$ cat src/rtl/redux_pkg.sv
// redux_pkg: shared widths, defaults and dump-FSM state encoding for the ReduxV datapath
package redux_pkg;
  localparam int LARGURA_DADO = 8;
  localparam int LARGURA_END = 2;
  localparam int N_REG = 4;
  localparam int CICLOS_BIT_PADRAO = 4;
  typedef enum logic [2:0] {OCIOSO, LE, BIT_INICIO, DADOS, PARADA} estado_t;
endpackage

$ cat src/rtl/despejo_banco_contador_bit.sv
// contador_bit: 0..CICLOS_BIT-1 wrap counter with clear; fim marks the last cycle of a bit
module contador_bit #(
  parameter int CICLOS_BIT = 4
) (
  input  logic clk,
  input  logic reset,
  input  logic limpa,
  output logic fim
);
  localparam int W = CICLOS_BIT > 1 ? $clog2(CICLOS_BIT) : 1;
  logic [W-1:0] cnt;
  assign fim = cnt == W'(CICLOS_BIT - 1);
  always_ff @(posedge clk or posedge reset)
    if (reset) cnt <= '0;
    else cnt <= (limpa || fim) ? '0 : cnt + 1'b1;
endmodule

$ cat src/rtl/despejo_banco.sv
// despejo_banco: walks the register bank via ra and sends each value as a UART-style frame on tx
module despejo_banco
  import redux_pkg::*;
#(
  parameter int CICLOS_BIT = CICLOS_BIT_PADRAO,
  parameter int N_REG = redux_pkg::N_REG
) (
  input  logic                    clk,
  input  logic                    reset,
  input  logic                    inicio,
  input  logic [LARGURA_DADO-1:0] s_ra,
  output logic [LARGURA_END-1:0]  ra,
  output logic                    tx,
  output logic                    ocupado,
  output logic                    feito
);
  estado_t estado, prox;
  logic [LARGURA_DADO-1:0] sr, sr_n;
  logic [2:0] nbit, nbit_n;
  logic [LARGURA_END-1:0] idx_n;
  logic fim, tx_n, feito_n;
  // the bit timer restarts at every frame so start/data/stop phases stay aligned to it
  contador_bit #(.CICLOS_BIT(CICLOS_BIT)) u_cnt (
    .clk,
    .reset,
    .limpa(estado == OCIOSO || estado == LE),
    .fim
  );
  assign ocupado = estado != OCIOSO;
  always_comb begin
    prox = estado;
    sr_n = sr;
    nbit_n = nbit;
    idx_n = ra;
    feito_n = 1'b0;
    case (estado)
      OCIOSO: if (inicio) begin
        prox = LE;
        idx_n = '0;
      end
      LE: begin
        sr_n = s_ra;
        prox = BIT_INICIO;
      end
      BIT_INICIO: if (fim) prox = DADOS;
      DADOS: if (fim) begin
        sr_n = sr >> 1;
        nbit_n = nbit + 3'd1;
        if (nbit == 3'd7) prox = PARADA;
      end
      PARADA: if (fim) begin
        if (ra < LARGURA_END'(N_REG - 1)) begin
          idx_n = ra + 1'b1;
          prox = LE;
        end else begin
          prox = OCIOSO;
          feito_n = 1'b1;
        end
      end
      default: prox = OCIOSO;
    endcase
    // tx follows the state being entered so it changes on the same edge as the state
    tx_n = prox == BIT_INICIO ? 1'b0 : prox == DADOS ? sr_n[0] : 1'b1;
  end
  always_ff @(posedge clk or posedge reset)
    if (reset) begin
      estado <= OCIOSO;
      sr <= '0;
      nbit <= '0;
      ra <= '0;
      tx <= 1'b1;
      feito <= 1'b0;
    end else begin
      estado <= prox;
      sr <= sr_n;
      nbit <= nbit_n;
      ra <= idx_n;
      tx <= tx_n;
      feito <= feito_n;
    end
endmodule

$ cat config.mk
export PLATFORM = sky130hd
export DESIGN_NAME = despejo_banco
export DESIGN_NICKNAME = d
export VERILOG_FILES = /design/src/rtl/redux_pkg.sv /design/src/rtl/despejo_banco_contador_bit.sv /design/src/rtl/despejo_banco.sv
export SDC_FILE = /design/constraint.sdc
export NUM_CORES = 1
export LEC_CHECK = 0
export ABC_AREA = 1
export CORE_MARGIN = 4
export CORE_UTILIZATION = 50
export DETAILED_ROUTE_END_ITERATION = 10
export PLACE_DENSITY = 0.77
export SLEW_MARGIN = 25
export SYNTH_ARGS = -nofsm -noshare
export SYNTH_HDL_FRONTEND = slang
export SYNTH_SLANG_ARGS = --single-unit
$ cat constraint.sdc
create_clock -name clk -period 2.3 [get_ports clk]
set_clock_uncertainty 0.1 [all_clocks]
set_input_delay 0.23 -clock clk [delete_from_list [all_inputs] [get_ports clk]]
set_output_delay 0.23 -clock clk [all_outputs]
set_load 0.01 [all_outputs]
# Word-level counts from Yosys, hierarchy flattened
# Cells that the tools add are included.
# Widths: inputs -> output; s select.
[word_totals] reg_bits=20 output_inout_bits=5
[op_classes] add_sub_neg=3 magnitude_cmp=1 n_eq_ne=12 mux=19 reduce_logical=9
[op_table] cell="$pmux 8 s2" n=1
[op_table] cell="$mux 3" n=5
[op_table] cell="$pmux 3 s5" n=1
[op_table] cell="$eq 3x2->1 const B" n=4
[op_table] cell="$mux 2" n=4
[op_table] cell="$mux 8" n=1
[op_table] cell="$eq 3x3->1 const B" n=2
[op_table] cell="$mux 1" n=6
[op_table] cell="$add 2x1->2 const B" n=2
[op_table] cell="$ne 2x1->1 const B" n=2
[op_table] cell="$ne 2x2->1 const B" n=2
[op_table] cell="$pmux 2 s2" n=1
[op_table] cell="$reduce_and 2->1" n=2
[op_table] cell="$reduce_and 4->1" n=1
[op_table] cell="$reduce_bool 2->1" n=2
[op_table] cell="$add 3x1->3 const B" n=1
[op_table] cell="$eq 3x1->1 const B" n=1
[op_table] cell="$logic_not 3->1" n=1
[op_table] cell="$reduce_bool 3->1" n=1
[op_table] cell="$eq 2x2->1 const B" n=1
[op_table] cell="$logic_or 1x1->1" n=2
[op_table] cell="$lt 2x2->1 const B" n=1

# Longest topological paths before layout
# Gate-level depths: netlist of run 1.
[logic_depth] ltp_word=7 mapped_depth=9

# Hierarchy
# A second synthesis of run 1 with hierarchy kept.
[hier_totals] cells_unflattened=111 area_unflattened_um2=975.9
[by_module_without_submodules] module="despejo_banco" instances=1 cells_each=101 area_per_inst_um2=887.1 seq_area_each_um2=451.7
[by_module_without_submodules] module="contador_bit" instances=1 cells_each=10 area_per_inst_um2=88.8 seq_area_each_um2=50.0

# Least setup slack after synthesis of run 1
# Ideal clock, no wire load.
[synth_timing] kind="reg2reg" startpoint="reg nbit[0]" endpoint="reg tx" arrival_time_ns=1.101 path_slack_ns=1.038 stages_incl_launch_ff=10 path_buffers=0 synth_period_minus_slack_ns=1.262 path_cell_list="dfrtp_1 ha_1 ha_1 nand2_1 nand2_1 nand2_1 inv_1 nand2_1 nand2_1 nand2_1"
[synth_between] elab_chain_len=7 elab_cells_between_ends=8 cone_classes="3 x eq/ne; 5 x mux"
[synth_rtl] item="from (decl)" line_no="despejo_banco.sv:19" text="logic [2:0] nbit, nbit_n;"
[synth_rtl] item="from (signal assigned)" line_no="despejo_banco.sv:76" text="nbit <= nbit_n;"
[synth_rtl] item="$eq 3x3->1 (*)" line_no="despejo_banco.sv:49" text="if (nbit == 3'd7) prox = PARADA;"
[synth_rtl] item="$mux 3 (*)" line_no="despejo_banco.sv:49"
[synth_rtl] item="$mux 3 (*)" line_no="despejo_banco.sv:46" text="DADOS: if (fim) begin"
[synth_rtl] item="$pmux 3 s5 (*)" line_no="despejo_banco.sv:36" text="case (estado)"
[synth_rtl] item="named net prox[0]" line_no="despejo_banco.sv:17" text="estado_t estado, prox;"
[synth_rtl] item="$eq 3x2->1" line_no="despejo_banco.sv:63" text="tx_n = prox == BIT_INICIO ? 1'b0 : prox == DADOS ? sr_n[0] : 1'b1;"
[synth_rtl] item="$mux 1" line_no="despejo_banco.sv:63"
[synth_rtl] item="$mux 1 (*)" line_no="despejo_banco.sv:63"
[synth_rtl] item="named net tx_n" line_no="despejo_banco.sv:21" text="logic fim, tx_n, feito_n;"
[synth_rtl] item="to (signal assigned)" line_no="despejo_banco.sv:78" text="tx <= tx_n;"
[synth_rtl] item="to (decl)" line_no="despejo_banco.sv:13" text="output logic tx,"
# Mark *: on every way through the listed nets, which the timed path passes. The rest lies on a longest branch.
# A chain may end at the register's enable or synchronous reset.

# Final worst setup path of run 1
[layout_timing] startpoint="reg estado[0]" endpoint="out ocupado"
[layout_between] elab_chain_len=1
[layout_rtl] item="from (decl)" line_no="despejo_banco.sv:17"
[layout_rtl] item="from (signal assigned)" line_no="despejo_banco.sv:74" text="estado <= prox;"
[layout_rtl] item="$reduce_bool 3->1" line_no="despejo_banco.sv:29" text="assign ocupado = estado != OCIOSO;"
[layout_rtl] item="to (decl)" line_no="despejo_banco.sv:14" text="output logic ocupado,"
# Every way passes these cells.

==> flow_summary_export.csv, run 1 <==
group,metric,value,unit
placed_design,portBuffers,15,
power_and_ir_drop,peakVddDrop,0.311,mV
clock_tree,htree_levels,1,
sta,grt_setup_unrepaired,"no",
cells_and_area,fin_util,0.674,
synth,synth_top_cell_by_area,"dfrtp_1",
detailed_routing,wirelength,1.86,mm
clock_tree,clock_latency,0.30,ns
placed_design,finalWeightedCongestion,0.928,
sta,final.setup.tns,0,ns
setup_path,crit_arrival,1.72,ns
detailed_routing,num_vias,825,
clock_tree,cts_resized,0,
power_and_ir_drop,pwr-share-clk,0.418,
detailed_routing,drc,0,
sta,fmax,0.488,GHz
global_routing,grtUsageMet3,0.0282,
global_routing,gr-usage-all-layers,0.161,
clock_tree,numCtsBuffers,3,
cells_and_area,num_antenna_cells,0,
detailed_routing,drt_iter0_drc,22,
setup_path,r2r_setup_slack,0.71,ns
cells_and_area,nets,158,
detailed_routing,drt-vias-per-instance,4.94,
sta,min_period,2.05,ns
die,ios,16,
setup_path,required,1.97,ns
setup_path,start_kind,"register",
die,die_h,52.9,µm
power_and_ir_drop,p_switching,133,µW
synth,syn_area,0.00101,mm²
synth,synth_top_family_by_area,"simple AND/OR/NAND/NOR gates",
placed_design,dpl.hpwl,1.39,mm
clock_tree,cts_tree,"built",
die,start_util,0.553,
clock_tree,post_cts_buffers,0,
synth,synth-xor-area-share,0.00871,
global_routing,grt_max_degree,21,
global_routing,grt_pass1_wl,3.24,mm
die,die_area,0.00279,mm²
min_path,hp-class,"in2async",
detailed_routing,first_pass_iters,4,
sta,slew_violations,0,
synth,ys_ff_latch,20,
synth,seq_area_frac_synth,0.499,
setup_path,crit_chain,"inv_1 -> nand2_1 -> clkdlybuf4s50_1",
die,coreArea,0.00182,mm²
global_routing,use_met2,0.254,
clock_tree,clockBufferDepth,2,
synth,ys_types,19,
sta,fin_crit_sh,0.891,
sta,tightest_slew,0.749,ns
cells_and_area,mostFrequentLayoutCell,"nand2_1",
global_routing,grt.overflow.total,0,
synth,synth_compound_area_frac,0.0299,
power_and_ir_drop,finalPower,691,µW
power_and_ir_drop,internal-power,558,µW
global_routing,grt-busiest-layer,"met2",
synth,yosys_warnings,0,
power_and_ir_drop,sequentialPowerShare,0.528,
global_routing,grt_pass1_vias,794,
clock_tree,clock_sinks,20,
setup_path,path_class,"reg2out",
setup_path,r2r_end,"sr[7]",
sta,finalHoldWorstSlack,0.238,ns
detailed_routing,avgRoutedWirePerCell,11.1,µm
setup_path,cp_slowest_cell,"dfrtp_1",
die,placementRows,15,
power_and_ir_drop,pwr-share-comb,0.054,
synth,syn_inst,125,
global_routing,antenna_found_initial,0,
sta,setup_viol,0,
power_and_ir_drop,p_leak,0.000647,µW
synth,synth_fa_ha_area_frac,0.0498,
detailed_routing,drtAntennaViolNets,0,
synth,synth_nets,140,
setup_path,critPathMaxStageDelay,0.64,ns
synth,avgSynthCellArea,8.05,µm²
synth,synthTopCellsByArea,"dfrtp_1 47%, nand2_1 22%, nand3_1 7.5%, ha_1 5.0%, inv_1 4.1%",
cells_and_area,area_delta_synth_final,22.0,%
cells_and_area,drive_gt1_frac,0.0775,
power_and_ir_drop,power_density,563,mW/mm²
outcome,outcome,"finished clean",
clock_tree,path_clk_slew,0.12,ns
global_routing,use_met1,0.211,
synth,synth_top_area_share,0.473,
clock_tree,postCtsHoldBufs,0,
setup_path,crit_fanout,14,
synth,synth_mux_area_frac,0,
job,drv_cap,0,
clock_tree,clockRootBuffer,"clkbuf_4",
sta,slew_headroom,0.500,
power_and_ir_drop,switching_share,0.193,
sta,hold_viol,0,
setup_path,endpoint_kind,"output pin",
cells_and_area,layout_common_cells,"58 x nand2_1, 19 x dfrtp_1, 15 x nand3_1, 15 x clkdlybuf4s50_1, 11 x inv_1",
setup_path,rr_startpoint,"estado[0]",
die,die_x,52.9,µm
synth,synth-simple-area-share,0.351,
setup_path,reg2regPathDepth,7,
layout make-up:
class	instances	area, µm²
clock inverter	1	30.0
timing repair buffer	15	150
inverter	12	50.0
fill	153	593
tap	25	31.3
sequential	20	502
multi-input combinational	91	442
clock buffer	3	22.5
flip-flops by register name, summed over array words and instances (netlist names):
signal     cells
feito          1
nbit           3
estado         3
ra             2
sr             8
u_cnt.cnt      2
tx             1
power groups by stage:
stage / Sequential (µW) / Combinational [µW] / Clock, µW
6_report: 364 / 37.6 / 289
2_1_floorplan: 370 / 15.3 / 0
4_1_cts: 364 / 38.6 / 293
3_3_place_gp: 370 / 38.3 / 0
3_5_place_dp: 371 / 38.2 / 0
5_1_grt: 365 / 42.6 / 307
how the worst max path moves through the flow:
stage,from,end,cells after the start
final,estado[0],ocupado,3
after global routing,estado[0],ocupado,3
after CTS,estado[2],ocupado,3
after detailed placement,estado[0],ocupado,3
after global placement,estado[0],ocupado,3
after floorplan,nbit[0],tx,9
cell families (layout without fill, tap and decap cells):
family                   count (synthesis)  count (layout)
AND/OR/NAND/NOR                         83              83
XOR/XNOR                                 1               1
flip-flops                              20              20
adder cells (fa/ha/maj)                  4               4
AO/OA/AOI/OAI                            3               3
buffers and inverters                   14              31
cells in the mapped netlist, drive strengths merged:
cell   count
ha         4
nand2     59
nor2       7
dfstp      1
xnor2      1
nor3b      1
nor3       1
nand3     15
buf        2
dfrtp     19
inv       12
a21oi      1
o21ai      2
metrics by stage:
stage          setup WS, ns  area [µm²]  instances
2_1_floorplan          1.04        1010        125
3_3_place_gp          0.629        1170        163
3_5_place_dp          0.604        1170        163
4_1_cts               0.256        1230        167
5_1_grt               0.128        1230        167
6_report              0.251        1230        167
per-layer routing:
layer  up-vias  routed length, µm
li1        424                  -
met1       375                909
met2        22                821
met3         4                 96
met4         0                 31
met5         -                  0
critical path: cells and delay by family (launching register included):
family	cells	cell delay, ns
and+or+nand+nor	1	0.10
DFF	1	0.64
buffers and inverters	2	0.68
Power figures use the tool's default switching activity.
==> run 2, diff against run 1 <==
--- a/config.mk
+++ b/config.mk
@@ -7,9 +7,10 @@
 export LEC_CHECK = 0
 export ABC_AREA = 1
 export CORE_MARGIN = 4
-export CORE_UTILIZATION = 50
+export CORE_UTILIZATION = 46
 export DETAILED_ROUTE_END_ITERATION = 10
-export PLACE_DENSITY = 0.77
+export GPL_TIMING_DRIVEN = 0
+export PLACE_DENSITY_LB_ADDON = 0.3
 export SLEW_MARGIN = 25
 export SYNTH_ARGS = -nofsm -noshare
 export SYNTH_HDL_FRONTEND = slang
==> run 2 against run 1 <==
Net effect:
- via count fell by 0.73%
- combinational power fell by 2%
- setup slack got worse by 0.052 ns
- final cell count rose by 2.4%
- critical path type unchanged
- largest power group unchanged
- highest routed layer unchanged
==> flow_summary_export.csv, run 2 (synthesis results as in run 1) <==
group,metric,value,unit
job,drv_cap,0,
power_and_ir_drop,switching_share,0.216,
setup_path,crit_arrival,1.77,ns
setup_path,start_kind,"register",
die,die_area,0.00300,mm²
setup_path,crit_fanout,10,
detailed_routing,first_pass_iters,2,
setup_path,path_class,"reg2out",
power_and_ir_drop,peakVddDrop,0.372,mV
clock_tree,cts_tree,"built",
sta,final.setup.tns,0,ns
cells_and_area,layout_common_cells,"58 x nand2_1, 19 x dfrtp_1, 15 x nand3_1, 15 x clkdlybuf4s50_1, 11 x inv_1",
cells_and_area,reg.largest.list,"sr: 8 flops, estado: 3 flops, nbit: 3 flops",
clock_tree,clock_latency,0.30,ns
cells_and_area,regMostFlops,"sr",
sta,fin_crit_sh,0.914,
power_and_ir_drop,sequentialPowerShare,0.637,
power_and_ir_drop,pwr-share-clk,0.298,
detailed_routing,drtAntennaViolNets,0,
sta,fmax,0.476,GHz
outcome,outcome,"finished clean",
cells_and_area,area_delta_synth_final,20.9,%
detailed_routing,drc,0,
clock_tree,clockRootBuffer,"clkbuf_4",
sta,setup_viol,0,
cells_and_area,largest_reg_flops,8,
setup_path,critPathMaxStageDelay,0.49,ns
sta,slew_violations,0,
setup_path,crit_chain,"nor2_4 -> buf_4 -> nand2_1 -> clkdlybuf4s50_1",
detailed_routing,drt_iter0_drc,18,
global_routing,gr-usage-all-layers,0.148,
detailed_routing,drt-vias-per-instance,4.79,
placed_design,dp_cells,167,
power_and_ir_drop,internal-power,449,µW
cells_and_area,regArea,502,µm²
cells_and_area,finalNonFillerCells,171,
cells_and_area,drive_gt1_frac,0.0833,
detailed_routing,wirelength,1.83,mm
die,ios,16,
global_routing,antenna_found_initial,0,
sta,grt_setup_unrepaired,"no",
cells_and_area,fillers,196,
min_path,hp-class,"in2async",
detailed_routing,avgRoutedWirePerCell,10.7,µm
die,placementRows,16,
clock_tree,htree_levels,1,
setup_path,endpoint_kind,"output pin",
cells_and_area,nets,160,
sta,slew_headroom,0.505,
power_and_ir_drop,pwr-share-comb,0.065,
power_and_ir_drop,power_density,470,mW/mm²
clock_tree,clock_sinks,20,
clock_tree,numCtsBuffers,3,
setup_path,required,1.97,ns
global_routing,grt.overflow.total,0,
setup_path,cp_slowest_cell,"dfrtp_1",
die,coreArea,0.00202,mm²
clock_tree,clockBufferDepth,2,
power_and_ir_drop,p_switching,123,µW
clock_tree,postCtsHoldBufs,0,
placed_design,dpl.hpwl,1.39,mm
sta,hold_viol,0,
cells_and_area,mostFrequentLayoutCell,"nand2_1",
die,die_x,54.8,µm
clock_tree,post_cts_buffers,0,
sta,tightest_slew,0.742,ns
clock_tree,path_clk_slew,0.11,ns
placed_design,finalWeightedCongestion,0.795,
sta,min_period,2.10,ns
die,start_util,0.498,
power_and_ir_drop,p_leak,0.000641,µW
global_routing,grt_pass1_vias,763,
cells_and_area,multi_input_area,442,µm²
die,die_h,54.8,µm
detailed_routing,num_vias,819,
global_routing,grt_pass1_wl,3.12,mm
cells_and_area,num_antenna_cells,0,
placed_design,portBuffers,15,
global_routing,grt_max_degree,21,
clock_tree,cts_resized,0,
## run 2: critical path: cells and delay by family (launching register included)
kind | cells | cell delay, ns
buffers and inverters | 2 | 0.68
DFF | 1 | 0.49
and+or+nand+nor | 2 | 0.30
## run 2: worst paths after layout
path | end | depth (start not counted) | start | slack [ns]
min reg2reg | u_cnt.cnt[0] | 1 | u_cnt.cnt[0] | 0.36
max in group asynchronous | ra[0] | 2 | reset | 1.37
max | ocupado | 4 | estado[2] | 0.20
min | u_cnt.cnt[0] | 2 | reset | 0.25
max reg2reg | sr[7] | 6 | u_cnt.cnt[0] | 0.87
min in group clk | u_cnt.cnt[0] | 1 | u_cnt.cnt[0] | 0.36
## run 2: cell type report
cell class / instances / share of cell area
well taps: 27 / 0.0278
multi-input cells: 91 / 0.363
repair buffers: 15 / 0.123
inverters: 12 / 0.0412
plain buffers: 2 / 0.0103
clock buffers: 4 / 0.0216
flip-flops and latches: 20 / 0.413
## run 2: power by group through the flow
| stage | Combinational [µW] | Clock (µW) | Sequential [µW] |
|---|---|---|---|
| after global routing | 41.8 | 191 | 366 |
| after floorplan | 15.3 | 0 | 370 |
| after detailed placement | 38.0 | 0 | 371 |
| after CTS | 38.1 | 177 | 364 |
| after global placement | 37.0 | 0 | 370 |
| final | 37.0 | 171 | 364 |
## run 2: stage by stage
step	utilization	instance area, µm²	worst slack [ns]	hold WS, ns	power, µW
after floorplan	-	1010	1.04	0.0931	386
after global placement	0.588	1190	0.561	0.325	408
after detailed placement	0.588	1190	0.540	0.328	409
after CTS	0.601	1220	0.189	0.275	579
after global routing	0.601	1220	0.0853	0.308	599
final	0.601	1220	0.199	0.253	572
## run 2: metal layers
metal / global-route usage / vias to the layer above / routed length [µm]
met3: 0.0272 / 2 / 72
li1: - / 431 / -
met5: 0 / - / 0
met2: 0.250 / 11 / 899
met4: 0.0830 / 0 / 10
met1: 0.174 / 375 / 845
